### config.mk
export PLATFORM = sky130hd
export DESIGN_NAME = inverse_permutation
export DESIGN_NICKNAME = d
export VERILOG_FILES = /design/src/rtl/inverse_permutation.sv
export SDC_FILE = /design/constraint.sdc
export NUM_CORES = 1
export LEC_CHECK = 0
export ABC_AREA = 1
export BUFFER_PORTS_ARGS = -buffer_cell sky130_fd_sc_hd__buf_2
export CORE_MARGIN = 2
export CORE_UTILIZATION = 51
export CTS_CLUSTER_DIAMETER = 40
export DETAILED_ROUTE_END_ITERATION = 12
export HOLD_SLACK_MARGIN = 0.02
export PLACE_DENSITY = 0.76
export SLEW_MARGIN = 20
export SYNTH_ARGS = -nofsm -noshare
export SYNTH_HDL_FRONTEND = slang
export SYNTH_SLANG_ARGS = --single-unit
### constraint.sdc
create_clock -name clk -period 1.8 [get_ports clk]
set_input_delay 0.27 -clock clk [delete_from_list [all_inputs] [get_ports clk]]
set_output_delay 0.27 -clock clk [all_outputs]
set_load 0.01 [all_outputs]
### src/rtl/inverse_permutation.sv
// DES inverse P-box (P^-1) feeding a 2-entry valid/ready output FIFO, with a popped-word counter.
// Optional macro INV_PERM_ROUNDTRIP_CHECK_EN adds raw-word storage and a forward-P round-trip checker.
module inverse_permutation (
    input  logic        clk,
    input  logic        rst_n,
    input  logic [32:1] Inv_Perm_Input,
    input  logic        Inv_Perm_In_Valid,
    output logic        Inv_Perm_In_Ready,
    output logic [32:1] Inv_Perm_Output,
    output logic        Inv_Perm_Out_Valid,
    input  logic        Inv_Perm_Out_Ready,
    output logic [7:0]  Inv_Perm_Count,
    output logic        Inv_Perm_Check_Error
);

    // state | meaning
    // EMPTY | no word buffered, accepting input
    // ONE   | head valid, one slot free
    // FULL  | both slots used, input stalled
    typedef enum logic [1:0] {
        EMPTY = 2'd0,
        ONE   = 2'd1,
        FULL  = 2'd2
    } occ_t;

    function automatic logic [32:1] inv_p(input logic [32:1] d);
        inv_p = {d[24], d[16], d[10], d[2],  d[20], d[5],  d[31], d[15],
                 d[9],  d[17], d[3],  d[27], d[7],  d[13], d[23], d[32],
                 d[25], d[19], d[8],  d[30], d[29], d[4],  d[22], d[14],
                 d[1],  d[21], d[11], d[26], d[28], d[6],  d[18], d[12]};
    endfunction

    occ_t        occ_q;
    occ_t        occ_d;
    logic        wr_ptr;
    logic        rd_ptr;
    logic [32:1] mem [2];
    logic [7:0]  count;
    logic        push;
    logic        pop;

    always_comb begin
        Inv_Perm_In_Ready  = 1'b1;
        Inv_Perm_Out_Valid = 1'b0;
        case (occ_q)
            EMPTY: begin
                Inv_Perm_In_Ready  = 1'b1;
                Inv_Perm_Out_Valid = 1'b0;
            end
            ONE: begin
                Inv_Perm_In_Ready  = 1'b1;
                Inv_Perm_Out_Valid = 1'b1;
            end
            FULL: begin
                Inv_Perm_In_Ready  = 1'b0;
                Inv_Perm_Out_Valid = 1'b1;
            end
            default: begin
                Inv_Perm_In_Ready  = 1'b1;
                Inv_Perm_Out_Valid = 1'b0;
            end
        endcase
    end

    assign push = Inv_Perm_In_Valid & Inv_Perm_In_Ready;
    assign pop  = Inv_Perm_Out_Valid & Inv_Perm_Out_Ready;

    always_comb begin
        occ_d = occ_q;
        case (occ_q)
            EMPTY: if (push) occ_d = ONE;
            ONE: begin
                if (push && !pop)      occ_d = FULL;
                else if (!push && pop) occ_d = EMPTY;
            end
            FULL: if (pop) occ_d = ONE;
            default: occ_d = EMPTY;
        endcase
    end

    always_ff @(posedge clk or negedge rst_n) begin
        if (!rst_n) begin
            occ_q  <= EMPTY;
            wr_ptr <= 1'b0;
            rd_ptr <= 1'b0;
            mem[0] <= 32'h0;
            mem[1] <= 32'h0;
            count  <= 8'h00;
        end else begin
            occ_q <= occ_d;
            if (push) begin
                mem[wr_ptr] <= inv_p(Inv_Perm_Input);
                wr_ptr      <= ~wr_ptr;
            end
            if (pop) begin
                rd_ptr <= ~rd_ptr;
                count  <= count + 8'd1;
            end
        end
    end

    assign Inv_Perm_Output = mem[rd_ptr];
    assign Inv_Perm_Count  = count;

`ifdef INV_PERM_ROUNDTRIP_CHECK_EN
    function automatic logic [32:1] fwd_p(input logic [32:1] d);
        logic [32:1] r;
        r[24] = d[32]; r[16] = d[31]; r[10] = d[30]; r[2]  = d[29];
        r[20] = d[28]; r[5]  = d[27]; r[31] = d[26]; r[15] = d[25];
        r[9]  = d[24]; r[17] = d[23]; r[3]  = d[22]; r[27] = d[21];
        r[7]  = d[20]; r[13] = d[19]; r[23] = d[18]; r[32] = d[17];
        r[25] = d[16]; r[19] = d[15]; r[8]  = d[14]; r[30] = d[13];
        r[29] = d[12]; r[4]  = d[11]; r[22] = d[10]; r[14] = d[9];
        r[1]  = d[8];  r[21] = d[7];  r[11] = d[6];  r[26] = d[5];
        r[28] = d[4];  r[6]  = d[3];  r[18] = d[2];  r[12] = d[1];
        return r;
    endfunction

    logic [32:1] raw [2];
    logic        check_err;

    // Raw word travels alongside its permuted copy so the pop can verify the round trip
    always_ff @(posedge clk or negedge rst_n) begin
        if (!rst_n) begin
            raw[0]    <= 32'h0;
            raw[1]    <= 32'h0;
            check_err <= 1'b0;
        end else begin
            if (push)
                raw[wr_ptr] <= Inv_Perm_Input;
            if (pop && (fwd_p(mem[rd_ptr]) != raw[rd_ptr]))
                check_err <= 1'b1;
        end
    end

    assign Inv_Perm_Check_Error = check_err;
`else
    assign Inv_Perm_Check_Error = 1'b0;
`endif

endmodule

---- After elaboration in Yosys (flattened, before gate mapping) ----
Index checks and enable logic that the tools add are counted.
cells by class
  eq/ne operators ......................... 5
  $lt $le $gt $ge ......................... 3
  bitwise operators ....................... 6
  reductions and logical operators ........ 8
  multiplexer cells ....................... 13
  $add $sub $neg .......................... 1
operators by type and width
  kind                                                                           count
  32-bit 2-to-1 mux                                                              4
  64-bit bitwise mux                                                             1
  32-bit demux with 1-bit select                                                 1
  8-bit by 1-bit adder with 8-bit output (second input constant)                 1
  2-bit 2-to-1 mux                                                               4
  2-bit case mux with 3 select lines                                             1
  2-bit greater-or-equal comparator (second input constant)                      2
  2-bit != test (second input constant)                                          2
  1-bit inverter with 2-bit output                                               2
  1-bit logical AND                                                              3
  3-bit != test (second input constant)                                          1
  3-bit AND reduction                                                            1
  1-bit AND                                                                      2
  2-bit by 1-bit equality test with 1-bit output (second input constant)         1
  2-bit equality test (second input constant)                                    1
  1-bit logical NOT                                                              2
  2-bit logical NOT                                                              1
  2-bit by 1-bit less-than comparator with 1-bit output (second input constant)  1
  1-bit 2-to-1 mux                                                               2
  1-bit inverter                                                                 2
  2-bit OR reduction                                                             1
word-level totals
  output and inout bits ................... 43
  bits in registers ....................... 76
  input port bits ......................... 36
  word-level logic and storage cells ...... 42

---- Logic depth before layout (Yosys ltp) ----
  depth after elaboration ................. 8
  gate-level depth with buffers ........... 12
  depth with buffers taken out ............ 12

---- Worst setup path before layout ----
Ideal clock, no wire load.
  kind .................................... reg2reg
  start point ............................. reg occ_q[0]
  end point ............................... reg occ_q[0]
  path slack .............................. 0.076 ns
  data required time ...................... 1.673 ns
  period minus slack after synthesis ...... 1.724 ns
  setup time .............................. 0.127 ns
  data arrival time ....................... 1.597 ns
  stages on the path, launching flop included .. 11
  buffers on the path ..................... 0
  cell sequence ........................... dfrtp_1 -> inv_1 -> ha_1 -> nand2_1 -> ha_1 -> nand2_1 -> inv_1 -> nor2_1 -> nand2_1 -> nand2_1 -> o21ai_0
between the ends
  longest elaborated chain between the ends .. 8
  elaborated cells between the ends (all ways) .. 18
  those cells by class .................... 5 x eq/ne; 4 x mux; 2 x bitwise; 7 x reduce/logical
ends and longest elaborated chain
  element                                                                                     line  source
  from (decl)                                                                                 33    occ_t occ_q;
  from (signal assigned)                                                                      83    occ_q <= EMPTY;
  from (signal assigned)                                                                      90    occ_q <= occ_d;
  2-bit equality test or 2-bit by 1-bit equality test with 1-bit output (tied branches)       45    case (occ_q)
  2-bit OR reduction (no source line) *                                                       --
  1-bit 2-to-1 mux *                                                                          45
  net Inv_Perm_Out_Valid                                                                      10    output logic Inv_Perm_Out_Valid,
  1-bit AND *                                                                                 66    assign pop = Inv_Perm_Out_Valid & Inv_Perm_Out_Ready;
  1-bit logical NOT                                                                           73    if (push && !pop) occ_d = FULL;
  1-bit logical AND                                                                           73
  3-bit != test (no source line) or 2-bit 2-to-1 mux (tied branches)                          --
  3-bit AND reduction (no source line) or 2-bit case mux with 3 select lines (tied branches)  --
The timed path passes the listed nets; every way through them passes the cells marked *.
A chain may end at the register's enable or synchronous reset.

---- Worst setup path after layout ----
  start point ............................. reg occ_q[0]
  end point ............................... reg occ_q[1]
between the ends
  longest elaborated chain between the ends .. 8
  elaborated cells between the ends (all ways) .. 18
  those cells by class .................... 5 x eq/ne; 4 x mux; 2 x bitwise; 7 x reduce/logical
ends and longest elaborated chain
  element                                                                                     line
  2-bit equality test or 2-bit by 1-bit equality test with 1-bit output (tied branches)       45, 70
  2-bit OR reduction (no source line)                                                         --
  1-bit 2-to-1 mux                                                                            45
  1-bit AND                                                                                   66
  1-bit logical NOT                                                                           73
  1-bit logical AND                                                                           73
  3-bit != test (no source line) or 2-bit 2-to-1 mux (tied branches)                          --
  3-bit AND reduction (no source line) or 2-bit case mux with 3 select lines (tied branches)  --
Parallel ways exist; a longest one is shown, timed or not.

==> results.json <==
{
  "run_status": "complete, no violations",
  "setup_viol": 0,
  "final_design_area_no_fill_um2": 4158,
  "min_period_ns": 1.691,
  "cts_max_level": 3,
  "post_synth_inst_count": 415,
  "mean_area_per_synthesized_cell_um2": 8.445,
  "timing.critical_path.mode_cell": "sky130_fd_sc_hd__nand2_1",
  "power.ir.vdd_worst_mv": 0.9165,
  "grt_antenna_before_repair": 0,
  "syn2layout_area_growth_pct": 18.64,
  "cts_buffer_depth": 2,
  "timing.critical_path.required_ns": 2.02,
  "grt.overflow.total": 0,
  "cp-end-kind": "register",
  "cp-start-kind": "register",
  "drt.antenna.violating_nets": 0,
  "globalplace.congestion": 0.7640,
  "drc": 0,
  "critical_path_arrival_ns": 1.91,
  "synth_cell_types": 23,
  "gr-usage-all-layers_pct": 19.66,
  "dpl-instance-area_um2": 3958,
  "cts.sink_count": 76,
  "tritoncts": "yes",
  "clk_pin_slew_ns": 0.07,
  "critical_path_peak_fanout": 4,
  "die_area_um2": 7551,
  "routed-via-count": 2713,
  "nets": 534,
  "cts.root.buffer_cell": "sky130_fd_sc_hd__clkbuf_8",
  "dr.first_iter.drc_count": 201,
  "io_buffer_count": 77,
  "ys_warn_count": 0,
  "grt_pass1_wl_mm": 11.70,
  "drt-total-wl_mm": 6.765,
  "holdWs_ns": 0.1808,
  "cellPowerDensity_nw_per_um2": 1735,
  "worst_hold_path_type": "in -> reg",
  "synthesis.nets": 457,
  "wl_per_cell_um": 11.74,
  "crit_path_max_incr_delay_ns": 0.42,
  "floorplan.rows": 30,
  "core_area_um2": 6719,
  "cap_viol_max_count": 0,
  "initial_core_util_pct": 52.16,
  "drt_pre_antenna_iters": 4,
  "finalNonFillerCells": 576,
  "cell_leakage_power_nw": 2.328,
  "grt_pass1_vias": 2579,
  "report.final.slew_viol_count": 0,
  "die_width_um": 86.90,
  "critical_path_cell_sequence": "inv_2, ha_4, nand2_1, ha_1, nand2_1, inv_1, nor2_1, nand2_1, nand2_1, o21ai_0",
  "timing.fmax_mhz": 591.2,
  "post_synth_instance_area_um2": 3505,
  "cts_buffers": 9,
  "crit_slowest_cell": "sky130_fd_sc_hd__dfrtp_1",
  "layout-drive-gt1-share_pct": 27.02,
  "routed_via_density": 4.710,
  "clock_skews_ns": 0.006567,
  "timing.setup.critical_path_class": "reg -> reg",
  "design.portCount": 79,
  "antenna_cells": 0,
  "grt_start_max_net_pins": 66,
  "finalHoldViolCount": 0,
  "synth-seq-area-share_pct": 54.27,
  "final_min_period_over_clock_period_pct": 93.96,
  "synth.ff_latch_count": 76,
  "clk_latency_ns": 0.33,
  "die-height_um": 86.90,
  "hpwlAfterDp_mm": 4.491,
  "placedCellCount": 559
}
==> critical path, delay by kind of cell (launching register included) <==
| kind | cells | cell delay, ns |
|---|---|---|
| adder cells (fa/ha/maj) | 2 | 0.57 |
| buffers and inverters | 2 | 0.12 |
| flip-flops | 1 | 0.42 |
| AND/OR/NAND/NOR | 5 | 0.39 |
| AO/OA/AOI/OAI | 1 | 0.07 |
==> Yosys cell counts, drive strengths merged <==
cell type / instances / area share [%]
mux2: 1 / 0.32
conb: 1 / 0.11
ha: 6 / 2.1
clkinv: 1 / 0.11
buf: 11 / 2.7
nand3b: 2 / 0.43
dfrtp: 76 / 54
inv: 41 / 4.4
xnor2: 2 / 0.50
or2: 1 / 0.18
nor2: 5 / 0.54
clkbuf: 10 / 1.1
o21bai: 1 / 0.21
nand3: 3 / 0.43
o21ai: 66 / 12
nand2: 185 / 20
xor2: 3 / 0.75
==> path summary, 6_finish.rpt <==
| kind | startpoint | to | slack [ns] | cells past startpoint |
|---|---|---|---|---|
| max in group asynchronous | rst_n | mem[15] | 0.81 | 3 |
| max | occ_q[0] | occ_q[1] | 0.11 | 10 |
| min in group asynchronous | rst_n | Inv_Perm_Count[6] | 0.41 | 2 |
| min | Inv_Perm_Input[18] | mem[33] | 0.18 | 3 |
| max reg2reg | occ_q[0] | occ_q[1] | 0.11 | 10 |
| min reg2reg | mem[40] | mem[40] | 0.48 | 2 |
==> through the flow <==
| stage | total power [mW] | util (%) | setup TNS, ns | setup slack [ns] |
|---|---|---|---|---|
| 2_1_floorplan | 5.056 | - | 0 | 0.07594 |
| 3_3_place_gp | 6.058 | 58.90 | 0 | 0.1482 |
| 3_5_place_dp | 6.153 | 58.90 | 0 | 0.07503 |
| 4_1_cts | 7.242 | 61.38 | 0 | 0.05923 |
| 5_1_grt | 7.921 | 61.88 | -0.01182 | -0.01182 |
| 6_report | 7.215 | 61.88 | 0 | 0.1086 |
==> cell usage in the layout (no fill, tap or decap) <==
cell and instances:
sky130_fd_sc_hd__buf_12 3, sky130_fd_sc_hd__nor2_1 5, sky130_fd_sc_hd__clkinv_1 1, sky130_fd_sc_hd__or2_2 1, sky130_fd_sc_hd__dfrtp_2 1, sky130_fd_sc_hd__o21bai_1 1, sky130_fd_sc_hd__clkinvlp_4 1, sky130_fd_sc_hd__buf_4 7
sky130_fd_sc_hd__dlygate4sd3_1 1, sky130_fd_sc_hd__conb_1 1, sky130_fd_sc_hd__o21ai_0 34, sky130_fd_sc_hd__clkinv_2 5, sky130_fd_sc_hd__inv_1 38, sky130_fd_sc_hd__dfrtp_1 75, sky130_fd_sc_hd__nand3b_1 2, sky130_fd_sc_hd__o21ai_1 9
sky130_fd_sc_hd__inv_2 3, sky130_fd_sc_hd__ha_1 4, sky130_fd_sc_hd__xnor2_1 2, sky130_fd_sc_hd__nand2_2 2, sky130_fd_sc_hd__clkbuf_8 9, sky130_fd_sc_hd__o21ai_2 23, sky130_fd_sc_hd__nand3_1 3, sky130_fd_sc_hd__ha_4 2
sky130_fd_sc_hd__nand2_1 183, sky130_fd_sc_hd__buf_2 76, sky130_fd_sc_hd__xor2_1 3, sky130_fd_sc_hd__mux2_2 1
==> logic make-up (layout without fill, tap and decap cells) <==
group	after synthesis	count (layout)	share of synthesized area [%]
other	1	1	0.1070
AO/OA/AOI/OAI	67	67	12.10
buffers and inverters	63	144	8.283
multiplexers	1	1	0.3213
AND/OR/NAND/NOR	196	196	21.53
flip-flops	76	76	54.27
XOR/XNOR	5	5	1.250
adder cells (fa/ha/maj)	6	6	2.142
==> sequential cells by signal, indices dropped and copies added, names as in the netlist <==
signal,flops
mem,64
rd_ptr,1
wr_ptr,1
occ_q,2
Inv_Perm_Count,8
==> what timing repair did <==
item	4_1_cts	5_1_grt
hold buffers	1	0
buffers inserted	0	1
endpoints found under the setup margin	0	4
hold endpoints to repair	31	0
resized for setup	0	6
==> metal layers <==
| metal | GRT usage [%] | up-vias | wire length (um) |
|---|---|---|---|
| met5 | 0 | - | 0 |
| met4 | 5.114 | 0 | 51 |
| met3 | 5.403 | 4 | 266 |
| met2 | 30.95 | 54 | 3120 |
| met1 | 27.11 | 1233 | 3326 |
| li1 | - | 1422 | - |
==> cell type report <==
class / instances / area (um^2)
timing repair buffer: 87 / 503.0
clock buffer: 9 / 123.9
sequential: 76 / 1903
clock inverter: 6 / 32.53
tap: 80 / 100.1
fill: 623 / 2561
inverter: 42 / 157.7
multi-input combinational: 276 / 1338
==> report_power, final <==
part	leakage (nW)	internal (mW)	total [mW]	switching (mW)
Combinational	1.31	1.31	3.20	1.90
Sequential	0.937	2.50	2.94	0.448
Clock	0.0844	0.480	1.07	0.589
Total	2.33	4.28	7.22	2.93
Note: power is estimated with default switching activity, not from simulation.
